$ cat src/rtl/macish_pkg.sv
`default_nettype none
// ============================================================================
// Module      : macish_pkg
// Description : Shared helpers for the macish parametrised MAC: accumulator
//               width derivation and approximate-product shaping.
// Revision    : 1.0 - initial parametrised release
// ============================================================================
package macish_pkg;

    // Widest product the shaping helper accepts (2*DATA_W must not exceed it)
    localparam int C_PROD_MAX_W = 64;

    // Accumulator width: full product plus guard bits
    function automatic int acc_w(input int data_w, input int guard_w);
        return 2 * data_w + guard_w;
    endfunction

    // Clear the k low bits of a product, then set bit k-1 as a mid-point
    // bias so the truncation error is centred rather than one-sided.
    // k = 0 returns the product untouched.
    function automatic logic [C_PROD_MAX_W-1:0] approx_product(
        input logic [C_PROD_MAX_W-1:0] prod,
        input int                      k
    );
        logic [C_PROD_MAX_W-1:0] mask;
        logic [C_PROD_MAX_W-1:0] res;
        mask = (64'd1 << k) - 64'd1;
        res  = prod & ~mask;
        if (k > 0) begin
            res = res | (64'd1 << (k - 1));
        end
        return res;
    endfunction

endpackage
`default_nettype wire

$ cat src/rtl/macish_approx_mult.sv
`default_nettype none
// ============================================================================
// Module      : macish_approx_mult
// Description : Stage 1 of the macish MAC: unsigned multiply, optional
//               truncate-and-bias shaping, and the stage-1 pipeline registers.
// Revision    : 1.0 - initial parametrised release
// ============================================================================
module macish_approx_mult
    import macish_pkg::*;
#(
    parameter int DATA_W   = 8,
    parameter int APPROX_K = 4
) (
    input  logic                  clk,
    input  logic                  aclr,
    input  logic                  i_clken,
    input  logic                  i_valid,
    input  logic [DATA_W-1:0]     i_a,
    input  logic [DATA_W-1:0]     i_b,
    input  logic                  i_sload,
    input  logic                  i_approx,
    output logic [2*DATA_W-1:0]   o_p,
    output logic                  o_v1,
    output logic                  o_s1
);

    localparam int C_P_W = 2 * DATA_W;

    logic [C_P_W-1:0] w_a_ext;
    logic [C_P_W-1:0] w_b_ext;
    logic [C_P_W-1:0] w_prod;
    logic [C_P_W-1:0] w_prod_apx;
    logic [C_P_W-1:0] w_p_sel;

    logic [C_P_W-1:0] r_p;
    logic             r_v1;
    logic             r_s1;

    assign w_a_ext    = {{DATA_W{1'b0}}, i_a};
    assign w_b_ext    = {{DATA_W{1'b0}}, i_b};
    assign w_prod     = w_a_ext * w_b_ext;
    assign w_prod_apx = (C_P_W)'(approx_product(64'(w_prod), APPROX_K));
    assign w_p_sel    = i_approx ? w_prod_apx : w_prod;

    // Capture the shaped product and sample qualifiers; bubbles leave p alone
    always_ff @(posedge clk or posedge aclr) begin
        if (aclr) begin
            r_p  <= '0;
            r_v1 <= 1'b0;
            r_s1 <= 1'b0;
        end else if (i_clken) begin
            r_v1 <= i_valid;
            r_s1 <= i_valid & i_sload;
            if (i_valid) begin
                r_p <= w_p_sel;
            end
        end
    end

    assign o_p  = r_p;
    assign o_v1 = r_v1;
    assign o_s1 = r_s1;

endmodule
`default_nettype wire

$ cat src/rtl/macish_mac_p.sv
`default_nettype none
// ============================================================================
// Module      : macish_mac_p
// Description : Two-stage pipelined unsigned multiply-accumulate with per-sample
//               exact/approximate products and a sticky overflow flag.
//               Define MACISH_SAT_EN to saturate the accumulator on overflow;
//               otherwise it wraps modulo 2^ACC_W.
// Revision    : 1.0 - initial parametrised release
// ============================================================================
module macish_mac_p
    import macish_pkg::*;
#(
    parameter int DATA_W   = 8,
    parameter int GUARD_W  = 4,
    parameter int APPROX_K = 4
) (
    input  logic                                  clk,
    input  logic                                  aclr,
    input  logic                                  clken,
    input  logic                                  in_valid,
    input  logic [DATA_W-1:0]                     dataa,
    input  logic [DATA_W-1:0]                     datab,
    input  logic                                  sload,
    input  logic                                  approx,
    output logic [acc_w(DATA_W, GUARD_W)-1:0]     adder_out,
    output logic                                  out_valid,
    output logic                                  overflow
);

    localparam int ACC_W = acc_w(DATA_W, GUARD_W);
    localparam int C_P_W = 2 * DATA_W;

    logic [C_P_W-1:0] w_p;
    logic             w_v1;
    logic             w_s1;
    logic [ACC_W:0]   w_sum;
    logic [ACC_W-1:0] w_acc_nxt;
    logic             w_ovf_nxt;

    logic [ACC_W-1:0] r_acc;
    logic             r_ovf;
    logic             r_out_valid;

    macish_approx_mult #(
        .DATA_W   (DATA_W),
        .APPROX_K (APPROX_K)
    ) u_stage1 (
        .clk      (clk),
        .aclr     (aclr),
        .i_clken  (clken),
        .i_valid  (in_valid),
        .i_a      (dataa),
        .i_b      (datab),
        .i_sload  (sload),
        .i_approx (approx),
        .o_p      (w_p),
        .o_v1     (w_v1),
        .o_s1     (w_s1)
    );

    // One extra bit so the carry-out is visible as the overflow condition
    assign w_sum = {1'b0, r_acc} + {{(GUARD_W + 1){1'b0}}, w_p};

    // Next accumulator/overflow: load, add (wrap or saturate), or hold
    always_comb begin
        w_acc_nxt = r_acc;
        w_ovf_nxt = r_ovf;
        if (w_v1) begin
            if (w_s1) begin
                w_acc_nxt = {{GUARD_W{1'b0}}, w_p};
                w_ovf_nxt = 1'b0;
            end else begin
                w_acc_nxt = w_sum[ACC_W-1:0];
                if (w_sum[ACC_W]) begin
                    w_ovf_nxt = 1'b1;
`ifdef MACISH_SAT_EN
                    w_acc_nxt = '1;
`endif
                end
            end
        end
    end

    // Stage 2 registers: accumulator, sticky overflow and result strobe
    always_ff @(posedge clk or posedge aclr) begin
        if (aclr) begin
            r_acc       <= '0;
            r_ovf       <= 1'b0;
            r_out_valid <= 1'b0;
        end else if (clken) begin
            r_acc       <= w_acc_nxt;
            r_ovf       <= w_ovf_nxt;
            r_out_valid <= w_v1;
        end
    end

    assign adder_out = r_acc;
    assign out_valid = r_out_valid;
    assign overflow  = r_ovf;

endmodule
`default_nettype wire
$ cat config.mk
export PLATFORM = sky130hd
export DESIGN_NAME = macish_mac_p
export DESIGN_NICKNAME = d
export VERILOG_FILES = /design/src/rtl/macish_pkg.sv /design/src/rtl/macish_approx_mult.sv /design/src/rtl/macish_mac_p.sv
export SDC_FILE = /design/constraint.sdc
export NUM_CORES = 1
export LEC_CHECK = 0
export CAP_MARGIN = 20
export CORE_UTILIZATION = 60
export CTS_BUF_LIST = sky130_fd_sc_hd__clkbuf_4
export CTS_CLUSTER_DIAMETER = 150
export DETAILED_ROUTE_END_ITERATION = 10
export HOLD_SLACK_MARGIN = 0.1
export PLACE_DENSITY = 0.89
export SYNTH_ARGS = -nofsm -noshare
export SYNTH_HDL_FRONTEND = slang
export SYNTH_SLANG_ARGS = --single-unit
$ cat constraint.sdc
create_clock -name clk -period 2.5 [get_ports clk]
set_clock_uncertainty 0.1 [all_clocks]
set_input_delay 0.75 -clock clk [delete_from_list [all_inputs] [get_ports clk]]
set_output_delay 0.75 -clock clk [all_outputs]
set_load 0.005 [all_outputs]
==> metrics.txt <==
status complete, but fails checks; failing checks setup timing; routed vias 4,047; hold_ws 425 ps; Synthesis Warnings 0; Seq/Total Area, Yosys 22.1%; CP Class in2reg; GPL Wtd Cong 0.889; syn_nets 623; Starting Density 62.1%; Max-Cap Viols 0; required time of the critical path 2670 ps; Max FO, Critical Path 5; multi-input combinational cell area 0.00362 mm2; Final Cycle Share 170%; DIE WIDTH 88.9 um; die height 88.9 um; hpwl dp 8360 um; WHS Endpoint out_valid; synth unique cells 58; top cell type's share of synthesized area 22.1%; Synth Flop Type dfrtp_1; Critical Path AT 4420 ps; RSZ-0062 raised after global routing true; Worst Slack Setup Final -1760 ps; Syn Std Cell Area 0.00453 mm2; async set-reset flop share out of synthesis 100%; vias per cell 5.66; Slew Limit Fails 0; drt first pass iters 4; Critical R2R Capture adder_out[8]; FF/Latch Area 0.00100 mm2; hold path start out_valid; Clock Pin Slew Worst Setup and Hold Paths 120 ps; clk sinks 40; PD cells 987 mW/mm2; DRT antenna net count 0; FF-to-FF setup slack 30 ps; Synth Register Bits 40; dominant cells by area after synthesis dfrtp_1 22%, fa_1 16%, ha_1 14%; TNS Setup -16,710 ps; Worst Setup Start Kind input port; cell with the most instances after synthesis inv_1; synth cell count leaders 67 x inv_1, 57 x nand2_1, 52 x and2_1, 52 x ha_1, 40 x dfrtp_1; vias in the first global route 4,140; worst slack, placed -2700 ps; largest net degree at the start of global routing 41; share of cells above drive strength 1 28.4%; IO buf count 43; Gate Count Post-Synth 512; Clk Latency, worst-skew pair 370 ps; H-tree lvl count 2; VDD IR max 0.000479 V; hold depth 2; CTS Buf Count 5; IO Pins 44; final worst path period need 4260 ps; CP endpoint kind flip-flop; area grow syn2layout 33.8%; nets@finish 726; HP Class reg2reg; Synth area leader dfrtp_1; final wirelength 11,500 um; core region area 0.00729 mm2; ANT cells 0; Mapped Avg Cell Area 8.85 um2; Post-synth EDFFs 0; detailed router's first-iteration violation count 205; CTS root buf clkbuf_4; worst r2r path cells 10; initial antenna violation count 0; Final setup viols 12; reg2reg start u_stage1.o_p[0]; P_leak 2.87 nW; DRC 0; Die ar. 0.00790 mm2; CTS Buffer Depth 2; fillers 415; first-pass GRT wire length 18,200 um; grt total ovfl 0; CTS tree yes; Slew Limit Headroom 64.3%; overall global routing resource usage 29.8%; worst slew pin tran 536 ps; Final Hold Viols 0; post-DR wirelength/cell 16.1 um; Site Rows 31; Peak Freq 235 MHz
cell families after synthesis:
logic type,synth area share (%)
xor gates and xnor gates,3.67
DFF,22.1
adders and majority gates,30.7
muxes,1.85
buffers and inverters,6.60
AOI/OAI and AO/OA,16.0
and+or+nand+nor,19.0
worst max-delay path by stage:
stage / from / end / slack [ps]
6_report: datab[5] / u_stage1.o_p[15] / -1760
5_1_grt: datab[7] / u_stage1.o_p[15] / -1860
4_1_cts: dataa[3] / u_stage1.o_p[15] / -1720
3_5_place_dp: datab[5] / u_stage1.o_p[15] / -2700
3_3_place_gp: dataa[2] / u_stage1.o_p[15] / -2580
2_1_floorplan: dataa[3] / u_stage1.o_p[15] / -1860
state kept, by name, indices dropped and copies added, names as in the netlist:
signal         cells
u_stage1.o_v1      1
out_valid          1
overflow           1
adder_out         20
u_stage1.o_p      16
u_stage1.o_s1      1
power by group:
| part | internal (mW) | switching, mW | total (mW) |
|---|---|---|---|
| combinational | 2.29 | 2.23 | 4.52 |
| clock | 0.106 | 0.224 | 0.330 |
| sequential | 0.877 | 0.250 | 1.13 |
metrics by stage:
step	utilization [%]	power (mW)	cells	area (um2)
final	83.1	5.98	715	6060
after global placement	76.8	4.67	696	5600
after floorplan	-	3.66	512	4680
after global routing	83.1	6.48	715	6060
after detailed placement	76.8	4.87	696	5600
after CTS	80.0	5.53	709	5830
repair_timing:
action | 4_1_cts | 5_1_grt
hold buffers | 0 | 0
pin swaps | 44 | 26
setup endpoints to repair | 15 | 21
buffers inserted | 5 | 7
resized for setup | 128 | 36
final cells by class:
| class | instances | share of cell area (%) |
|---|---|---|
| Clock buffer | 5 | 0.619 |
| Sequential cell | 40 | 16.5 |
| Inverter | 67 | 4.15 |
| Clock inverter | 3 | 0.310 |
| Tap cell | 99 | 2.04 |
| Multi-Input combinational cell | 395 | 59.7 |
| Timing Repair Buffer | 106 | 16.6 |
placed cells by master, fill, tap and decap left out, drive strengths merged, types with 2 or more instances in the layout:
| cell | count |
|---|---|
| a211oi | 3 |
| a21boi | 3 |
| a21o | 6 |
| a21oi | 30 |
| a31oi | 3 |
| and2 | 53 |
| and3 | 4 |
| buf | 78 |
| clkbuf | 5 |
| clkdlybuf4s50 | 27 |
| clkinvlp | 2 |
| dfrtp | 40 |
| fa | 37 |
| ha | 52 |
| inv | 67 |
| mux2 | 3 |
| mux2i | 5 |
| nand2 | 58 |
| nand2b | 4 |
| nand3 | 11 |
| nand4 | 4 |
| nor2 | 18 |
| nor2b | 5 |
| nor3 | 6 |
| o211ai | 3 |
| o21a | 3 |
| o21ai | 42 |
| o22ai | 2 |
| o31ai | 4 |
| xnor2 | 11 |
| xor2 | 8 |
critical path, cell delays in order:
cell and delay (ps):
buf_12 110, and2_4 150, fa_1 560, fa_1 430, fa_1 480, inv_1 50, fa_1 490, inv_2 50
ha_4 210, or3_4 370, o21ai_4 70, a21o_1 110, o21ai_1 60, a21oi_1 190, xnor2_1 90, mux2_2 250
per-layer routing:
layer	track usage, %	part of all wire, %
met5	0	0
met4	12.2	3.0
met3	4.20	4.3
met2	57.5	55
met1	32.4	38
Note: power is estimated with default switching activity, not from simulation.
